`src/rtl/conv_result_collector.sv`:
```
// Sink stage of the CNN window pipeline: drops warm-up positions, clamps/shifts results,
// and buffers them in a small FIFO feeding a valid/ready stream with row/frame-end tags.
module conv_result_collector #(
  parameter int unsigned ROW_SIZE   = 10,
  parameter int unsigned NUM_ROWS   = 10,
  parameter int unsigned KERNEL     = 3,
  parameter int unsigned ACC_WIDTH  = 20,
  parameter int unsigned WORD_SIZE  = 8,
  parameter int unsigned SHIFT      = 0,
  parameter int unsigned RELU       = 1,
  parameter int unsigned FIFO_DEPTH = 4
) (
  input  logic                 clk,
  input  logic                 rst,
  input  logic                 in_valid,
  output logic                 in_ready,
  input  logic [ACC_WIDTH-1:0] in_data,
  output logic                 out_valid,
  input  logic                 out_ready,
  output logic [WORD_SIZE-1:0] out_data,
  output logic                 out_last_col,
  output logic                 out_last
);

  localparam int unsigned ColW = (ROW_SIZE > 1) ? $clog2(ROW_SIZE) : 1;
  localparam int unsigned RowW = (NUM_ROWS > 1) ? $clog2(NUM_ROWS) : 1;
  localparam int unsigned PtrW = $clog2(FIFO_DEPTH);
  localparam int unsigned CntW = $clog2(FIFO_DEPTH + 1);
  localparam int unsigned EntW = WORD_SIZE + 2;

  localparam logic signed [ACC_WIDTH-1:0] MaxVal = ACC_WIDTH'((1 << WORD_SIZE) - 1);
  // The output is unsigned, so negatives clamp to zero whichever way RELU is set.
  localparam bit ClampNeg = (RELU != 0) || (RELU == 0);

  logic [ColW-1:0] col;
  logic [RowW-1:0] row;
  logic [PtrW-1:0] wr_ptr;
  logic [PtrW-1:0] rd_ptr;
  logic [CntW-1:0] count;
  logic [EntW-1:0] mem [FIFO_DEPTH];

  logic                        accept;
  logic                        keep;
  logic                        push;
  logic                        pop;
  logic                        at_last_col;
  logic                        at_last_row;
  logic signed [ACC_WIDTH-1:0] shifted;
  logic [WORD_SIZE-1:0]        sat;
  logic [EntW-1:0]             head;

  assign in_ready    = (count != CntW'(FIFO_DEPTH));
  assign out_valid   = (count != '0);
  assign accept      = in_valid & in_ready;
  assign at_last_col = (col == ColW'(ROW_SIZE - 1));
  assign at_last_row = (row == RowW'(NUM_ROWS - 1));
  assign keep        = (row >= RowW'(KERNEL - 1)) && (col >= ColW'(KERNEL - 1));
  assign push        = accept & keep;
  assign pop         = out_valid & out_ready;

  assign shifted = $signed(in_data) >>> SHIFT;

  always_comb begin
    sat = '0;
    if (ClampNeg && shifted[ACC_WIDTH-1]) begin
      sat = '0;
    end else if (shifted > MaxVal) begin
      sat = '1;
    end else begin
      sat = shifted[WORD_SIZE-1:0];
    end
  end

  always_ff @(posedge clk) begin
    if (rst) begin
      col <= '0;
      row <= '0;
    end else if (accept) begin
      if (at_last_col) begin
        col <= '0;
        row <= at_last_row ? '0 : row + RowW'(1);
      end else begin
        col <= col + ColW'(1);
      end
    end
  end

  always_ff @(posedge clk) begin
    if (rst) begin
      wr_ptr <= '0;
      rd_ptr <= '0;
      count  <= '0;
    end else begin
      if (push) begin
        wr_ptr <= wr_ptr + PtrW'(1);
      end
      if (pop) begin
        rd_ptr <= rd_ptr + PtrW'(1);
      end
      unique case ({push, pop})
        2'b10:   count <= count + CntW'(1);
        2'b01:   count <= count - CntW'(1);
        default: count <= count;
      endcase
    end
  end

  // Storage is not reset; the head is masked while empty so outputs read zero.
  always_ff @(posedge clk) begin
    if (push) begin
      mem[wr_ptr] <= {sat, at_last_col, at_last_col & at_last_row};
    end
  end

  always_comb begin
    head = '0;
    if (out_valid) begin
      head = mem[rd_ptr];
    end
  end

  assign out_data     = head[EntW-1:2];
  assign out_last_col = head[1];
  assign out_last     = head[0];

endmodule

```
`config.mk`:
```
export PLATFORM = sky130hd
export DESIGN_NAME = conv_result_collector
export DESIGN_NICKNAME = d
export VERILOG_FILES = /design/src/rtl/conv_result_collector.sv
export SDC_FILE = /design/constraint.sdc
export NUM_CORES = 1
export LEC_CHECK = 0
export BUFFER_PORTS_ARGS = -buffer_cell sky130_fd_sc_hd__buf_2
export CAP_MARGIN = 10
export CORE_AREA = 2 2 71 73
export CTS_BUF_LIST = sky130_fd_sc_hd__clkbuf_2 sky130_fd_sc_hd__clkbuf_4 sky130_fd_sc_hd__clkbuf_8
export CTS_CLUSTER_SIZE = 25
export DETAILED_ROUTE_END_ITERATION = 10
export DIE_AREA = 0 0 73 75
export GPL_TIMING_DRIVEN = 1
export PLACE_DENSITY_LB_ADDON = 0.25
export SYNTH_ARGS = -nofsm -noshare
export SYNTH_HDL_FRONTEND = slang
export SYNTH_SLANG_ARGS = --single-unit
export TNS_END_PERCENT = 100
```
`constraint.sdc`:
```
create_clock -name clk -period 4.6 [get_ports clk]
set_input_delay 0.23 -clock clk [delete_from_list [all_inputs] [get_ports clk]]
set_output_delay 0.23 -clock clk [all_outputs]
set_load 0.01 [all_outputs]
```
# Yosys cells after proc, flatten, opt, wreduce, memory -nomap -nowiden
# Memory sizes are Yosys's and may differ from the RTL's. A register that Yosys moved wholly into a read port is not among the register bits.
# Index checks and enable logic that the tools add are counted.
[classes]
addsub = 6
order_cmp = 3
n_eq_ne = 5
n_mux = 10
n_bitwise = 4
reduce_logical = 4
[op_table]
columns = ["op", "count"]
rows = [
  ["> comparator 20 x 9 -> 1 bit (second input constant)", 1],
  ["2-to-1 mux 8 bit", 2],
  ["2-to-1 mux 10 bit", 1],
  ["adder 4 x 1 -> 4 bit (second input constant)", 2],
  ["== test 4 bit (second input constant)", 2],
  ["greater-or-equal comparator 4 x 2 -> 1 bit (second input constant)", 2],
  ["2-to-1 mux 4 bit", 2],
  ["case mux 3 bit (2 select lines)", 1],
  ["adder 2 x 1 -> 2 bit (second input constant)", 2],
  ["bitwise AND 1 bit", 4],
  ["2-to-1 mux 2 bit", 2],
  ["adder 3 x 1 -> 3 bit (second input constant)", 1],
  ["!= test 3 bit (second input constant)", 1],
  ["nonzero test 3 bit", 1],
  ["subtractor 3 x 1 -> 3 bit (second input constant)", 1],
  ["== test 2 x 1 -> 1 bit (second input constant)", 1],
  ["== test 2 bit (second input constant)", 1],
  ["2-to-1 mux 1 bit", 2],
  ["AND reduction 2 bit", 1],
  ["nonzero test 2 bit", 1],
  ["logical AND 1 bit", 1],
]
[word_totals]
reg_bits = 15
ram_bits = 40
in_bits = 24
output_inout_bits = 12
elab_cells = 38
n_memories = 1
[mem_list]
columns = ["memory", "words", "word_bits", "rd", "rd_clocked_by_memory_dff", "wr", "line", "text"]
rows = [
  ["mem", 4, 10, 1, 1, 1, "40", "logic [EntW-1:0] mem [FIFO_DEPTH];"],
]

# Depth between registers and ports, before layout
# Gate-level depths: netlist of the first run.
[depth]
ltp_word = 5
mapped_depth = 11
mapped_depth_nobuf = 10

# Worst setup path after synthesis of the first run
# Ideal clock, no wire load.
[synth_path]
path_type = "reg2reg"
from = "reg count[0]"
to = "reg count[2]"
setup_time_ps = 70
arrival_ps = 2266
required_time_ps = 4530
slack_ps = 2264
stages_incl_launch_ff = 12
path_buffers = 1
period_less_slack_ps = 2336
cell_sequence = "dfxtp_1 -> or3b_1 -> buf_6 -> nand2_1 -> nor2_1 -> inv_1 -> ha_1 -> inv_1 -> fa_1 -> xor2_1 -> or3_1 -> a21oi_1"
[synth_via]
elab_chain_cells = 5
elab_cells_between_ends = 11
cone_classes = "2 x add/sub; 3 x eq/ne; 1 x mux; 3 x bitwise; 2 x reduce/logical"
[synth_lines]
columns = ["item", "line", "text"]
rows = [
  ["start: declaration", "39", "logic [CntW-1:0] count;"],
  ["start signal: assignment", "101", "2'b10: count <= count + CntW'(1);"],
  ["start signal: assignment", "102", "2'b01: count <= count - CntW'(1);"],
  ["start signal: assignment", "103", "default: count <= count;"],
  ["!= test 3 bit (*)", "52", "assign in_ready = (count != CntW'(FIFO_DEPTH));"],
  ["named net in_ready", "16", "output logic in_ready,"],
  ["bitwise AND 1 bit (*)", "54", "assign accept = in_valid & in_ready;"],
  ["bitwise AND 1 bit (*)", "58", "assign push = accept & keep;"],
  ["== test 2 x 1 -> 1 bit or == test 2 bit (tied branches)", "100", "unique case ({push, pop})"],
  ["case mux 3 bit (2 select lines) or nonzero test 2 bit (tied branches)", "n/a", ""],
]
# The timed path passes the listed nets; every way through them passes the cells marked *.
# A chain may end at the register's enable or synchronous reset.

# Worst setup path after layout of the first run
[layout_path]
from = "reg count[0]"
to = "reg count[2]"
[layout_via]
elab_chain_cells = 5
elab_cells_between_ends = 11
cone_classes = "2 x add/sub; 3 x eq/ne; 1 x mux; 3 x bitwise; 2 x reduce/logical"
[layout_lines]
columns = ["item", "line"]
rows = [
  ["!= test 3 bit", "52"],
  ["bitwise AND 1 bit", "54"],
  ["bitwise AND 1 bit", "58"],
  ["== test 2 x 1 -> 1 bit or == test 2 bit (tied branches)", "100"],
  ["case mux 3 bit (2 select lines) or nonzero test 2 bit (tied branches)", "n/a"],
]
# Several ways; a longest one is shown, not always the timed one.

==> metrics, run 1 <==
MaxCap Viol Count=0; R2R depth=10; commonest cells in the netlist=40 x edfxtp_1, 17 x dfxtp_1, 16 x inv_1; final setup fails=0; Syn-to-layout area delta=15.0%; r2r endpoint=count[2]; Post-Route Setup TNS=0 ns; Clock Power Share=0.413; core area=4660 um2; final hold violations=0; PD cells=341 nW/um2; Top Ports=36; total clock sinks=57; critical path class=reg2reg; IO Port Bufs=35; Synth Area in XOR/XNOR=0.0280; CTS Hold Bufs=0; highest clock rate=383 MHz; #FFs+latches synth=57; worst hold path class=in2reg; min-delay src=rst; Wirelength per Cell=15.6 um; postcts setup bufs=0; worst hold margin=0.256 ns; complex-gate fraction of the synthesized area=0.0455; CP startpoint kind=register; Post-DP HPWL=3000 um; Worst Hold Path Cells=2; TritonCTS clock tree=yes; Syn Nets=213; Synth Area in Adders=0.0330; Worst R2R Start=count[0]; ANT nets after route=0; P_sw=0.198 mW; Net Sw Frac=0.201; fin crit share=0.568; Avg Vias per Cell=5.45; vias in the first global route=1562; num rows=25; Netlist cell types=37; skew final=0.00567 ns; Most used DFF post-synth=edfxtp_1; layout cells sized above 1=0.296; synthesized area=2500 um2; layout net count=251; RePlAce Congestion=0.793; DRC Markers=0; Slew @ Worst Pin=0.690 ns; DP Worst Slack=2.02 ns; CP Data Arrival Time=2.86 ns; Die Ht=75 um; clock latency on the worst-skew pair=0.33 ns; cts repair resizes=0; Final Power=0.983 mW; Antenna Cells=0; largest net degree at the start of global routing=17; DIE WIDTH=73 um; htree depth=3; RSZ-0062 raised after global routing=false; Worst VDD drop=178 uV; synth top area cells=edfxtp_1 48%, dfxtp_1 14%, mux4_2 9.0%; starting density of the core=0.537; max_slew headroom=0.539; Die ar.=5480 um2; clock period minus worst slack=2.61 ns; clock slew at reported path FFs=0.06 ns; clk root buf=clkbuf_8; largest area contributor in the netlist=edfxtp_1; post-synthesis mux area share=0.0979; Synth Instances=183; antenna violations before repair=0; Mean Syn Cell Area=13.7 um2; largest family of logic cells by synthesized area=simple AND/OR/NAND/NOR gates; Internal=0.785 mW; EDFF count, synth=40; register area share after synthesis=0.615; final setup margin=1.99 ns; drt first pass iters=4; GRT overflow=0; clk buf depth=2; Routed WL=4370 um; ys async rst share=0; Slew Viols, Final=0; CP max FO=8; Lkg Pwr=1.09 nW; Ys Warns=0; reg2reg setup slack=1.99 ns; combinational share of power=0.026; Num CTS Buffers=9; Initial DRC Count=69; status=completed; via count=1525; top-count cell post-synth=edfxtp_1; Flop pwr share=0.561; first-pass GRT wire length=7100 um; Req. time, crit path=4.85 ns; Yosys top cell area share=0.480; Hold Path Sink=col[2]; GR Util All Layers=0.182; critical path capture point type=register; simple logic cell fraction of the synthesized area=0.139
## area by class of cell
type / count / area, um2
sequential: 57 / 1540
timing repair buffer: 35 / 175
inverter: 16 / 60.1
clock buffer: 12 / 159
fill: 374 / 1780
tap: 54 / 67.6
multi-input combinational: 102 / 861
clock inverter: 4 / 17.5
## power by group through the flow
stage	clock (mW)	sequential, mW	combinational [mW]
after floorplan	0	0.562	0.0128
after CTS	0.414	0.551	0.0256
after global routing	0.438	0.552	0.0290
after global placement	0	0.562	0.0240
final	0.406	0.551	0.0253
after detailed placement	0	0.562	0.0255
## critical path, cell delays in order, from the launching register on
cell and delay [ns]:
dfxtp_1 0.33, or3b_1 0.54, nand2_1 0.17, nor2_1 0.10, inv_1 0.13, ha_1 0.21, inv_1 0.07, fa_1 0.38
xor2_1 0.16, or3_1 0.31, a21oi_1 0.16
## layout by cell type (no fill, tap or decap), drive strengths merged
cell type   n
edfxtp     40
buf        35
dfxtp      17
inv        16
and2       15
nor2       15
a21oi      12
clkbuf     12
mux4       10
or3         6
nand2       5
xor2        5
ha          5
nand3       4
clkinv      4
xnor2       3
nor4        2
nor2b       2
mux2i       2
o21ai       2
nand4       2
or3b        1
and4bb      1
nor3        1
and3        1
and2b       1
and4        1
o2111ai     1
a41o        1
a22oi       1
or4b        1
a41oi       1
fa          1
## cells by family after synthesis
group                      Yosys count
and+or+nand+nor                     58
DFF                                 57
buffers and inverters               24
AOI/OAI and AO/OA                   18
muxes                               12
xor gates and xnor gates             8
adders and majority gates            6
## registers in the layout (all words and copies together) (netlist names), named ones only
register and flops:
wr_ptr 2, rd_ptr 2, col 4, row 4, mem 40, count 3
## routing by layer
layer,global-route usage,share of wire
met2,0.316,0.53
met3,0.0455,0.038
met5,0,0
met4,0.0926,0.020
met1,0.209,0.41
## through the flow
| stage | util | std cells | area [um2] |
|---|---|---|---|
| finish | 0.618 | 280 | 2880 |
| global route | 0.618 | 280 | 2880 |
| CTS | 0.618 | 280 | 2880 |
| detailed placement | 0.580 | 264 | 2710 |
| global placement | 0.580 | 264 | 2710 |
| floorplan | - | 183 | 2500 |
## worst max path at each step
stage	start	to	slack (ns)
2_1_floorplan	count[0]	count[2]	2.26
4_1_cts	count[2]	count[2]	1.97
3_3_place_gp	count[0]	count[2]	2.15
5_1_grt	count[0]	count[2]	1.82
6_report	count[0]	count[2]	1.99
3_5_place_dp	count[0]	count[2]	2.02
No activity file was read; power rests on OpenSTA's default activity.
==> inputs of run 2 (changes only) <==
==> constraint.sdc (replaced) <==
create_clock -name clk -period 2.5 [get_ports clk]
set_input_delay 0.125 -clock clk [delete_from_list [all_inputs] [get_ports clk]]
set_output_delay 0.125 -clock clk [all_outputs]
set_load 0.01 [all_outputs]
==> run 2 against run 1 <==
Against the previous run:
- sequential share of layout area decreased by 0.57 points
- worst setup slack worse by 1.8 ns
- sequential power rose by 83%
- largest cell class unchanged
- clock power increased by 98%
- final cell count grew 1.1%
- highest routed layer unchanged
==> metrics, run 2 (synthesis results as in run 1) <==
status=completed; Slew @ Worst Pin=0.594 ns; highest clock rate=428 MHz; Initial DRC Count=89; critical path class=reg2reg; first-pass GRT wire length=7310 um; layout net count=254; RePlAce Congestion=0.752; clk buf depth=2; Largest register FFs=40; Fill cells=357; r2r endpoint=count[2]; layout cells sized above 1=0.306; Hold Path Sink=row[0]; fin crit share=0.935; RSZ-0062 raised after global routing=false; clock latency on the worst-skew pair=0.33 ns; ANT nets after route=0; WL met3=160 um; top sig layer=met4; Top Ports=36; clk root buf=clkbuf_8; Post-DP HPWL=3290 um; Req. time, crit path=2.76 ns; num rows=25; Lkg Pwr=1.10 nW; Clock Power Share=0.431; Die Ht=75 um; core area=4660 um2; starting density of the core=0.537; Die ar.=5480 um2; htree depth=3; Net Sw Frac=0.196; worst hold path class=in2reg; drt first pass iters=4; Worst VDD drop=520 uV; MaxCap Viol Count=0; Num CTS Buffers=9; DIE WIDTH=73 um; final hold violations=0; TritonCTS clock tree=yes; GR Util All Layers=0.194; critical path capture point type=register; biggest regs=mem: 40 flops, col: 4 flops, row: 4 flops; via count=1554; Worst R2R Start=count[2]; Worst Hold Path Cells=2; clock period minus worst slack=2.34 ns; postcts setup bufs=0; max_slew headroom=0.604; most common cell after layout, fill and taps aside=edfxtp_1; most frequent cells in the layout=40 x edfxtp_1, 35 x buf_2, 17 x dfxtp_1; CP startpoint kind=register; vias in the first global route=1558; Internal=1.50 mW; CP max FO=5; routed wl met2=2490 um; skew final=0.00758 ns; total clock sinks=57; PD cells=641 nW/um2; Antenna Cells=0; DRC Markers=0; P_sw=0.365 mW; Routed WL=4660 um; GRT overflow=0; clock slew at reported path FFs=0.06 ns; min-delay src=rst; reg2reg setup slack=0.16 ns; Post-Route Setup TNS=0 ns; final setup fails=0; R2R depth=10; largest net degree at the start of global routing=17; Final Non-Filler Cells=283; CP Data Arrival Time=2.60 ns; Syn-to-layout area delta=16.3%; wl on met1=1910 um; most flop-heavy register=mem; antenna violations before repair=0; Wirelength per Cell=16.5 um; dpl cells=267; Slew Viols, Final=0; combinational share of power=0.026; Flop pwr share=0.544; Avg Vias per Cell=5.49; IO Port Bufs=35
-- run 2: cell types whose count changed in the layout (fill, tap and decap cells not counted) --
cell,previous run,this run
buf_4,0,3
bufinv_16,0,1
clkbuf_4,1,2
clkbuf_8,11,9
clkinv_1,2,3
clkinv_2,2,1
inv_1,16,15
inv_2,0,1
-- run 2: per-stage QoR --
stage	hold WS (ns)	worst slack, ns	instance area, um2	total power [mW]	util
after floorplan	0.323	0.164	2500	1.06	-
after global placement	0.469	0.238	2730	1.08	0.585
after detailed placement	0.485	0.108	2730	1.08	0.585
after CTS	0.131	0.0953	2910	1.88	0.625
after global routing	0.141	0.00687	2910	1.93	0.625
final	0.150	0.163	2910	1.87	0.625
-- run 2: layout make-up --
class | instances | area, um2 | area share
clock buffer | 11 | 139 | 0.0477
timing repair buffer | 38 | 198 | 0.0679
sequential | 57 | 1540 | 0.529
multi-input combinational | 102 | 861 | 0.296
tap | 54 | 67.6 | 0.0232
clock inverter | 5 | 46.3 | 0.0159
inverter | 16 | 60.1 | 0.0206
-- run 2: layer usage --
metal	GRT usage	vias up
met2	0.336	34
met1	0.209	767
met5	0	-
met3	0.0616	12
met4	0.111	0
li1	-	741
-- run 2: how the worst max path moves through the flow --
| stage | startpoint | endpoint | slack, ns |
|---|---|---|---|
| 6_report | count[2] | count[2] | 0.16 |
| 5_1_grt | count[0] | count[2] | 0.007 |
| 3_5_place_dp | count[0] | count[2] | 0.11 |
| 4_1_cts | count[2] | count[2] | 0.1 |
| 3_3_place_gp | count[0] | count[2] | 0.24 |
| 2_1_floorplan | count[0] | count[2] | 0.16 |
-- run 2: what timing repair did --
action | CTS | global route
setup endpoints to repair | 0 | 1
resized for setup | 0 | 1
hold buffers | 0 | 0
-- run 2: power groups by stage --
stage               Sequential [mW]  Clock, mW  Combinational (mW)
detailed placement             1.03          0              0.0477
finish                         1.01      0.804              0.0476
global placement               1.03          0              0.0442
global route                   1.01      0.863              0.0532
floorplan                      1.03          0              0.0236
CTS                            1.01      0.818              0.0477
-- run 2: worst max-delay path, stage by stage (launching register included) --
cell	delay, ns
dfxtp_1	0.36
or3b_1	0.38
nand2_1	0.11
nor2_1	0.09
inv_2	0.10
ha_1	0.18
inv_1	0.07
fa_1	0.38
xor2_1	0.16
or3_1	0.30
a21oi_1	0.14
